`src/rtl/muldiv_pkg.sv`:
```
// Shared definitions for the mul/div sequencer: command codes, FSM states, constants.
// Latency: n/a (definitions only).
// Backpressure: n/a.
package muldiv_pkg;

   // Command codes decoded by EX and presented on op
   localparam logic [2:0] OP_MULT  = 3'd0;
   localparam logic [2:0] OP_MULTU = 3'd1;
   localparam logic [2:0] OP_DIV   = 3'd2;
   localparam logic [2:0] OP_DIVU  = 3'd3;
   localparam logic [2:0] OP_MTHI  = 3'd4;
   localparam logic [2:0] OP_MTLO  = 3'd5;

   typedef enum logic [1:0] {
      IDLE = 2'd0,
      RUN  = 2'd1,
      FIN  = 2'd2
   } state_e;

   localparam int MD_DATA_W = 32;

   // Quotient reported for a zero divisor (no trap is raised)
   localparam logic [MD_DATA_W-1:0] DIV0_LO = '1;

   // True for the four iterative commands
   function automatic logic is_muldiv(input logic [2:0] op);
      return (op <= OP_DIVU);
   endfunction

endpackage

```
`src/rtl/muldiv_hilo_ctrl_if.sv`:
```
// EX-side command/result bundle for the mul/div sequencer.
// Latency: n/a (wires only).
// Backpressure: EX must hold off new mul/div and MFHI/MFLO while busy is high.
interface muldiv_hilo_ctrl_if #(parameter int DATA_W = 32);
   logic              start;
   logic [2:0]        op;
   logic [DATA_W-1:0] Rdata1;
   logic [DATA_W-1:0] Rdata2;
   logic              flush;
   logic              busy;
   logic              done;
   logic [DATA_W-1:0] HI;
   logic [DATA_W-1:0] LO;

   // EX pipeline side
   modport master (
      output start, op, Rdata1, Rdata2, flush,
      input  busy, done, HI, LO
   );

   // Sequencer side
   modport slave (
      input  start, op, Rdata1, Rdata2, flush,
      output busy, done, HI, LO
   );
endinterface

```
`src/rtl/muldiv_iter_step.sv`:
```
// One radix-2 iteration: shift-add multiply or restoring shift-subtract divide.
// Latency: combinational.
// Backpressure: none; the controller decides when the result is captured.
module muldiv_iter_step #(
   parameter int DATA_W = 32
) (
   input  logic                  is_div,
   input  logic [2*DATA_W-1:0]   pr_in,    // {upper, lower} partial product / remainder
   input  logic [DATA_W-1:0]     operand,  // multiplicand or divisor magnitude
   output logic [2*DATA_W-1:0]   pr_out
);

   logic [DATA_W:0] mul_sum;
   logic [DATA_W:0] div_top;
   logic [DATA_W:0] div_diff;

   // Multiply consumes the multiplier LSB and shifts right; divide shifts left
   // and keeps the trial difference when it does not borrow.
   always_comb begin
      mul_sum  = {1'b0, pr_in[2*DATA_W-1:DATA_W]} + (pr_in[0] ? {1'b0, operand} : '0);
      // Remainder after the left shift, including the next dividend bit
      div_top  = pr_in[2*DATA_W-1:DATA_W-1];
      div_diff = div_top - {1'b0, operand};
      if (is_div) begin
         if (!div_diff[DATA_W]) begin
            pr_out = {div_diff[DATA_W-1:0], pr_in[DATA_W-2:0], 1'b1};
         end else begin
            pr_out = {div_top[DATA_W-1:0], pr_in[DATA_W-2:0], 1'b0};
         end
      end else begin
         pr_out = {mul_sum, pr_in[DATA_W-1:1]};
      end
   end

endmodule

```
`src/rtl/muldiv_hilo_ctrl.sv`:
```
// Mul/div sequencer owning HI/LO; accepts MULT/MULTU/DIV/DIVU/MTHI/MTLO from EX.
// Latency: mul/div writes HI/LO DATA_W+1 edges after start, done pulses the cycle after; MTHI/MTLO in one edge.
// Backpressure: busy is high while iterating; commands seen while busy are dropped, flush aborts.
module muldiv_hilo_ctrl
   import muldiv_pkg::*;
#(
   parameter int DATA_W = MD_DATA_W
) (
   input  logic               CLK,
   input  logic               RST,
   muldiv_hilo_ctrl_if.slave  bus
);

   localparam int CW = $clog2(DATA_W);

   state_e              state_q, state_d;
   logic [CW-1:0]       cnt_q, cnt_d;
   logic [2*DATA_W-1:0] pr_q, pr_d;
   logic [DATA_W-1:0]   b_q, b_d;
   logic                is_div_q, is_div_d;
   logic                neg_lo_q, neg_lo_d;   // product / quotient sign
   logic                neg_hi_q, neg_hi_d;   // remainder sign (dividend's)
   logic                div0_q, div0_d;
   logic [DATA_W-1:0]   hi_q, hi_d;
   logic [DATA_W-1:0]   lo_q, lo_d;
   logic                busy_q, busy_d;
   logic                done_q, done_d;

   logic [2*DATA_W-1:0] step_pr;
   logic                op_signed;
   logic                op_div;
   logic                a_neg;
   logic                b_neg;
   logic [DATA_W-1:0]   a_mag;
   logic [DATA_W-1:0]   b_mag;
   logic [2*DATA_W-1:0] prod_fix;
   logic [DATA_W-1:0]   quo_fix;
   logic [DATA_W-1:0]   rem_fix;

   muldiv_iter_step #(.DATA_W(DATA_W)) u_step (
      .is_div  (is_div_q),
      .pr_in   (pr_q),
      .operand (b_q),
      .pr_out  (step_pr)
   );

   // Next-state, operand capture, iteration and HI/LO write-back
   always_comb begin
      state_d  = state_q;
      cnt_d    = cnt_q;
      pr_d     = pr_q;
      b_d      = b_q;
      is_div_d = is_div_q;
      neg_lo_d = neg_lo_q;
      neg_hi_d = neg_hi_q;
      div0_d   = div0_q;
      hi_d     = hi_q;
      lo_d     = lo_q;
      done_d   = 1'b0;

      op_signed = (bus.op == OP_MULT) || (bus.op == OP_DIV);
      op_div    = (bus.op == OP_DIV)  || (bus.op == OP_DIVU);
      a_neg     = op_signed & bus.Rdata1[DATA_W-1];
      b_neg     = op_signed & bus.Rdata2[DATA_W-1];
      a_mag     = a_neg ? -bus.Rdata1 : bus.Rdata1;
      b_mag     = b_neg ? -bus.Rdata2 : bus.Rdata2;

      prod_fix  = neg_lo_q ? -pr_q : pr_q;
      quo_fix   = neg_lo_q ? -pr_q[DATA_W-1:0] : pr_q[DATA_W-1:0];
      rem_fix   = neg_hi_q ? -pr_q[2*DATA_W-1:DATA_W] : pr_q[2*DATA_W-1:DATA_W];

      unique case (state_q)
         IDLE: begin
            // flush beats a same-cycle command of any kind
            if (bus.start && !bus.flush) begin
               if (is_muldiv(bus.op)) begin
                  pr_d     = {{DATA_W{1'b0}}, a_mag};
                  b_d      = b_mag;
                  is_div_d = op_div;
                  neg_lo_d = a_neg ^ b_neg;
                  neg_hi_d = op_div ? a_neg : (a_neg ^ b_neg);
                  div0_d   = op_div && (bus.Rdata2 == '0);
                  cnt_d    = CW'(DATA_W - 1);
                  state_d  = RUN;
               end else if (bus.op == OP_MTHI) begin
                  hi_d = bus.Rdata1;
               end else if (bus.op == OP_MTLO) begin
                  lo_d = bus.Rdata1;
               end
            end
         end
         RUN: begin
            if (bus.flush) begin
               state_d = IDLE;
            end else begin
               pr_d = step_pr;
               if (cnt_q == '0) begin
                  state_d = FIN;
               end else begin
                  cnt_d = cnt_q - 1'b1;
               end
            end
         end
         FIN: begin
            state_d = IDLE;
            if (!bus.flush) begin
               if (is_div_q) begin
                  hi_d = rem_fix;
                  lo_d = div0_q ? {DATA_W{DIV0_LO[0]}} : quo_fix;
               end else begin
                  {hi_d, lo_d} = prod_fix;
               end
               done_d = 1'b1;
            end
         end
         default: state_d = IDLE;
      endcase

      busy_d = (state_d != IDLE);
   end

   // State and datapath registers; reset takes effect immediately
   always_ff @(posedge CLK or posedge RST) begin
      if (RST) begin
         state_q  <= IDLE;
         cnt_q    <= '0;
         pr_q     <= '0;
         b_q      <= '0;
         is_div_q <= 1'b0;
         neg_lo_q <= 1'b0;
         neg_hi_q <= 1'b0;
         div0_q   <= 1'b0;
         hi_q     <= '0;
         lo_q     <= '0;
         busy_q   <= 1'b0;
         done_q   <= 1'b0;
      end else begin
         state_q  <= state_d;
         cnt_q    <= cnt_d;
         pr_q     <= pr_d;
         b_q      <= b_d;
         is_div_q <= is_div_d;
         neg_lo_q <= neg_lo_d;
         neg_hi_q <= neg_hi_d;
         div0_q   <= div0_d;
         hi_q     <= hi_d;
         lo_q     <= lo_d;
         busy_q   <= busy_d;
         done_q   <= done_d;
      end
   end

   assign bus.busy = busy_q;
   assign bus.done = done_q;
   assign bus.HI   = hi_q;
   assign bus.LO   = lo_q;

endmodule

```
`src/flat_wrapper.sv`:
```
// flat-port wrapper written by rule: the top's interface ports become plain ports
module muldiv_hilo_ctrl_flat import muldiv_pkg::*;
#(
   parameter int DATA_W = MD_DATA_W
)
  (CLK, RST, bus_start, bus_op, bus_Rdata1, bus_Rdata2, bus_flush, bus_busy, bus_done, bus_HI, bus_LO);
  muldiv_hilo_ctrl_if #(.DATA_W(DATA_W)) bus_i ();
  input  logic CLK;
  input  logic RST;
  input wire logic [$bits(bus_i.start)-1:0] bus_start;
  input wire logic [$bits(bus_i.op)-1:0] bus_op;
  input wire logic [$bits(bus_i.Rdata1)-1:0] bus_Rdata1;
  input wire logic [$bits(bus_i.Rdata2)-1:0] bus_Rdata2;
  input wire logic [$bits(bus_i.flush)-1:0] bus_flush;
  output wire logic [$bits(bus_i.busy)-1:0] bus_busy;
  output wire logic [$bits(bus_i.done)-1:0] bus_done;
  output wire logic [$bits(bus_i.HI)-1:0] bus_HI;
  output wire logic [$bits(bus_i.LO)-1:0] bus_LO;
  assign bus_i.start = bus_start;
  assign bus_i.op = bus_op;
  assign bus_i.Rdata1 = bus_Rdata1;
  assign bus_i.Rdata2 = bus_Rdata2;
  assign bus_i.flush = bus_flush;
  assign bus_busy = bus_i.busy;
  assign bus_done = bus_i.done;
  assign bus_HI = bus_i.HI;
  assign bus_LO = bus_i.LO;
  muldiv_hilo_ctrl #(.DATA_W(DATA_W)) u_core (.CLK(CLK), .RST(RST), .bus(bus_i));
endmodule
```
`config.mk`:
```
export PLATFORM = sky130hd
export DESIGN_NAME = muldiv_hilo_ctrl_flat
export DESIGN_NICKNAME = d
export VERILOG_FILES = /design/src/rtl/muldiv_pkg.sv /design/src/rtl/muldiv_hilo_ctrl_if.sv /design/src/rtl/muldiv_iter_step.sv /design/src/rtl/muldiv_hilo_ctrl.sv /design/src/flat_wrapper.sv
export SDC_FILE = /design/constraint.sdc
export NUM_CORES = 1
export LEC_CHECK = 0
export BUFFER_PORTS_ARGS = -buffer_cell sky130_fd_sc_hd__buf_2
export CAP_MARGIN = 0
export CORE_MARGIN = 2
export CORE_UTILIZATION = 25
export DETAILED_ROUTE_END_ITERATION = 10
export GPL_ROUTABILITY_DRIVEN = 1
export GPL_TIMING_DRIVEN = 0
export SYNTH_ARGS = -nofsm -noshare
export SYNTH_HDL_FRONTEND = slang
export SYNTH_HIERARCHICAL = 1
export SYNTH_SLANG_ARGS = --single-unit
```
`constraint.sdc`:
```
create_clock -name CLK -period 9.6 [get_ports CLK]
set_input_delay 0.96 -clock CLK [delete_from_list [all_inputs] [get_ports CLK]]
set_output_delay 0.96 -clock CLK [all_outputs]
set_load 0.02 [all_outputs]
```
# --- After elaboration in Yosys (flattened, before gate mapping) ---
# Cells that the tools add are included.
op_classes:
  addsub: 8
  n_mul: 0
  n_div: 0
  order_cmp: 1
  n_eq_ne: 15
  shift: 0
  muxes: 39
  bitwise: 3
  n_reduce_logical: 17
ops:
  columns: ["operator", "count"]
  rows:
  - ["32-bit 2-to-1 mux", 17]
  - ["64-bit 2-to-1 mux", 6]
  - ["32-bit negator", 4]
  - ["32-bit case mux with 2 select lines", 2]
  - ["64-bit case mux with 2 select lines", 1]
  - ["64-bit negator", 1]
  - ["32-bit by 33-bit adder with 33-bit output", 1]
  - ["33-bit by 32-bit subtractor with 33-bit output", 1]
  - ["32-bit zero test", 1]
  - ["5-bit 2-to-1 mux", 4]
  - ["2-bit inequality test (second input constant)", 5]
  - ["5-bit case mux with 2 select lines", 1]
  - ["5-bit AND reduction", 2]
  - ["2-bit 2-to-1 mux", 4]
  - ["2-bit by 1-bit inequality test with 1-bit output (second input constant)", 4]
  - ["3-bit by 2-bit == test with 1-bit output (second input constant)", 2]
  - ["3-bit == test (second input constant)", 2]
  - ["6-bit AND reduction", 1]
  - ["2-bit nonzero test", 3]
  - ["5-bit zero test", 1]
  - ["5-bit by 1-bit subtractor with 5-bit output (second input constant)", 1]
  - ["2-bit case mux with 2 select lines", 1]
  - ["4-bit AND reduction", 1]
  - ["3-bit by 2-bit <= comparator with 1-bit output (second input constant)", 1]
  - ["11 further kinds", 16]
totals:
  register_bits: 173
  latchBits: 0
  mem_bits_rw: 0
  mem_bits_ro: 0
  input_bits: 71
  out_inout_bits: 66
  elab_cells: 95
  memories: 0

# --- Depth between registers and ports, before layout ---
depth:
  ltp_word: 7
  mapped_depth: 15

# --- Cells and area by module ---
# Netlist, hierarchy kept.
modules_own_cells:
  columns: ["mod", "instances", "cells_each", "area_each_um2"]
  rows:
  - ["muldiv_hilo_ctrl", 1, 1208, 10353.7]
  - ["muldiv_iter_step", 1, 663, 4590.7]

# --- Worst setup path before layout ---
# OpenSTA, ideal clock, no wires.
synth_timing:
  path_type: "flip-flop to flip-flop"
  from: "register u_core.pr_q[0]"
  to: "register u_core.pr_q[60]"
  setup_ps: 121
  arrival_time_ps: 2967
  t_required_ps: 9479
  setup_slack_ps: 6512
  path_stages_with_launch: 14
  path_buffers: 1
  cell_sequence: "dfrtp_1 clkbuf_1 and2_1 ha_1 a211oi_1 o211ai_1 a21oi_2 a21oi_1 a2111oi_4 nor3_1 a211oi_1 xor2_1 a22oi_1 a22o_1"
synth_via:
  elab_chain_len: 5
synth_lines:
  columns: ["element", "line", "text"]
  rows:
  - ["start, declared", "muldiv_hilo_ctrl.sv:18", "logic [2*DATA_W-1:0] pr_q, pr_d;"]
  - ["start signal, assigned", "muldiv_hilo_ctrl.sv:140", "pr_q <= pr_d;"]
  - ["32-bit 2-to-1 mux", "muldiv_iter_step.sv:20", "mul_sum = {1'b0, pr_in[2*DATA_W-1:DATA_W]} + (pr_in[0] ? {1'b0, operand} : '0);"]
  - ["32-bit by 33-bit adder with 33-bit output", "muldiv_iter_step.sv:20", null]
  - ["64-bit 2-to-1 mux", "muldiv_iter_step.sv:24", "if (is_div) begin"]
  - ["net u_core.step_pr[60]", "muldiv_hilo_ctrl.sv:29", "logic [2*DATA_W-1:0] step_pr;"]
  - ["64-bit 2-to-1 mux", "muldiv_hilo_ctrl.sv:93", "if (bus.flush) begin"]
  - ["64-bit case mux with 2 select lines", "muldiv_hilo_ctrl.sv:72", "unique case (state_q)"]
# The timed path passes the listed nets, and every way through them passes these cells. The select of a mux whose other input is x is not followed.
# A chain may end at the register's enable or synchronous reset.

# --- Worst setup path in the final report ---
layout_timing:
  from: "register u_core.pr_q[0]"
  to: "register u_core.pr_q[57]"
# The elaborated chain is that of the path after synthesis.

==> results.yml <==
clocking:
  clockRootBuffer: "clkbuf_16"
  clkSlewWorstSetupHoldPaths_ps: 80
  cts_tree: "yes"
  postCtsSetupBuffers: 0
  holdBufCountCts: 0
  clk_latency_ps: 500
  cts_resized: 0
  cts-htree-levels: 4
  cts_buffers: 17
  clockBufferDepth: 2
  cts_sinks: 173
setup_path:
  slowest_stage: "dfrtp_1"
  path_class: "flop to flop"
  r2r-start: "u_core/pr_q[0]"
  reg2reg_to: "u_core/pr_q[57]"
  crit_cells: 13
  reg2regPathDepth: 13
  cp-end-kind: "flop"
  required_ps: 9980
  startpoint_type: "flop"
  crit_buf_inv: 1
  crit_chain: "clkbuf_1 -> and2_1 -> ha_1 -> fa_1 -> a21oi_1 -> o2111ai_1 -> nand3_1 -> o21ai_0 -> nor3b_1 -> a21boi_0 -> xor2_1 -> a22oi_1 -> a22o_1"
  cp_top_family: "compound AO/OA/AOI/OAI gates"
  worstPathArrival_ps: 4590
  regToRegSetupSlack_ps: 5390
  worstPathMaxFanout: 10
  cpPeakStageDelay_ps: 750
final_layout:
  drive_above_1_share_pct: 12.6
  final_area_um2: 17200
  area_growth_syn_to_layout_pct: 15.0
  nets: 2169
  layoutNonFillerInstCount: 2813
  post-route-util_pct: 29.1
grt:
  grt-ovfl-total: 0
  grt_max_degree: 103
  grt_pass1_vias: 14509
  grt_util_all_layers_pct: 19.0
  grt_antenna_before_repair: 3
  grt_pass1_wl_um: 90300
die:
  core_area_um2: 59000
  fp.dieW_um: 248
  dieArea_um2: 61700
  io_pins: 137
  placementRows: 89
  die_y_um: 248
  start_util_pct: 25.3
synth:
  avgSynthCellArea_um2: 7.99
  syn-cell-area_um2: 14900
  synth_cell_types: 91
  synth_ff_type: "dfrtp_1"
  yosys.area.top_type: "dfrtp_1"
  synth_area_leaders: "dfrtp_1 (29%), xnor2_1 (6.0%), o21ai_0 (5.9%)"
  synth_seq_cells: 173
  synth_most_common_cell: "nand2_1"
  synthTopCellsByCount: "nand2_1 (218), o21ai_0 (177), dfrtp_1 (173), a21oi_1 (133), nor2_1 (128)"
  syn_inst: 1871
  yosysSeqAreaShare_pct: 29.0
  synth-edff-count: 0
  ys_warn_count: 6
  synth_nets: 2014
  async_reset_ff_share_pct: 100
  synth_top_area_share_pct: 29.0
sta:
  period_needed_ps: 4210
  skew_ps: 14.5
  max_freq_ghz: 0.237
  rsz0062_at_grt: "false"
  finalSetupViolCount: 0
  hold_viol_final: 0
  timing.final.crit_share_pct: 43.9
  worstMarginPinSlew_ps: 1100
  finalWorstSetupSlack_ps: 5390
  whs_ps: 477
  setup_tns_ps: 0
  slew_headroom_pct: 25.8
  finalMaxSlewViolations: 0
pwr:
  combPwrFrac_pct: 66.1
  power_mw: 6.35
  p_int_mw: 2.99
  clkPwrFrac_pct: 11.0
  switching_share_pct: 52.9
  p_leak_nw: 7.15
  switchingPower_mw: 3.36
  powerDensity_nw_per_um2: 369
  pwr-share-seq_pct: 22.9
  ir_drop_v: 0.000149
placed_design:
  placedCellCount: 2780
  place.gp.congestion: 0.942
  placed_area_um2: 16600
  dpl_worst_slack_ps: 5450
  dp_hpwl_um: 47900
  io_buffers: 135
flow_run:
  drv_cap: 0
hold_path:
  hp-class: "flop to flop"
  hp-start: "u_core/bus.LO[10]"
  holdPathStages: 2
  min_to: "u_core/bus.LO[10]"
route:
  wire_per_inst_um: 21.2
  drc_errors: 0
  route.vias.total: 15213
  detail-route-antenna-nets: 0
  drt_wl_total_um: 59600
  dr.pass1.iters: 6
  viasPerCell: 5.41
  drtIter0Drc: 1496
outcome:
  status: "finished, final reports clean"
[worst register-to-register path, cell delays in order, from the launching register on]
cell,delay (ps)
dfrtp_1,750
clkbuf_1,440
and2_1,200
ha_1,210
fa_1,230
a21oi_1,120
o2111ai_1,340
nand3_1,260
o21ai_0,360
nor3b_1,480
a21boi_0,200
xor2_1,190
a22oi_1,110
a22o_1,200
[metal layers]
| metal | vias up | GRT usage, % | share of wire, % |
|---|---|---|---|
| li1 | 7124 | - | - |
| met1 | 7297 | 25.4 | 44 |
| met2 | 688 | 29.3 | 44 |
| met3 | 100 | 4.48 | 8.4 |
| met4 | 4 | 7.34 | 3.2 |
| met5 | - | 0 | 0.039 |
[cell families (layout without fill, tap and decap cells)]
kind of cell	Yosys count	count (layout)	synth area share [%]
AO/OA/AOI/OAI	602	602	25.5
XOR/XNOR	175	175	10.4
adder cells (fa/ha/maj)	72	72	6.13
buffers and inverters	182	350	5.02
flip-flops	173	173	29.0
multiplexers	48	48	3.47
other	0	1	0
AND/OR/NAND/NOR	619	619	20.5
[state kept, by name, indices dropped and copies added (netlist names), 2 cells and up]
name	flops
u_core/pr_q	64
u_core/cnt_q	5
u_core/bus.HI	32
u_core/b_q	32
u_core/state_q	2
u_core/bus.LO	32
[layout by cell type, fill, tap and decap left out, types with 70 or more instances in the layout]
cell / Yosys / routed
clkbuf_1: 88 / 90
nor2_1: 128 / 128
xnor2_1: 102 / 102
nand2_1: 218 / 218
dfrtp_1: 173 / 173
a21oi_1: 133 / 133
buf_2: 9 / 144
o21ai_0: 177 / 177
xor2_1: 71 / 71
ha_1: 70 / 70
[how the worst max path moves through the flow]
stage	start	to	slack, ps
floorplan	RST	u_core/b_q[0]	3950
global placement	RST	u_core/bus.LO[9]	1760
detailed placement	u_core/pr_q[0]	u_core/pr_q[57]	5450
CTS	u_core/pr_q[0]	u_core/pr_q[57]	5400
global route	u_core/pr_q[0]	u_core/pr_q[57]	5120
finish	u_core/pr_q[0]	u_core/pr_q[57]	5390
[power groups by stage]
stage	Sequential (mW)	Combinational [mW]	Clock (mW)
2_1_floorplan	1.37	2.93	0
3_3_place_gp	1.45	4.08	0
3_5_place_dp	1.46	4.12	0
4_1_cts	1.44	4.13	0.717
5_1_grt	1.50	4.59	0.745
6_report	1.45	4.20	0.696
[cell type report]
class                   instances  area (um^2)
plain buffers                 112          488
clock inverters                13          129
clock buffers                  19          433
repair buffers                136          703
well taps                     773          967
flip-flops and latches        173         4330
multi-input cells            1516         9860
diodes                          1         2.50
fillers                      6473        41800
inverters                      70          270
(Power assumes the default switching activity.)
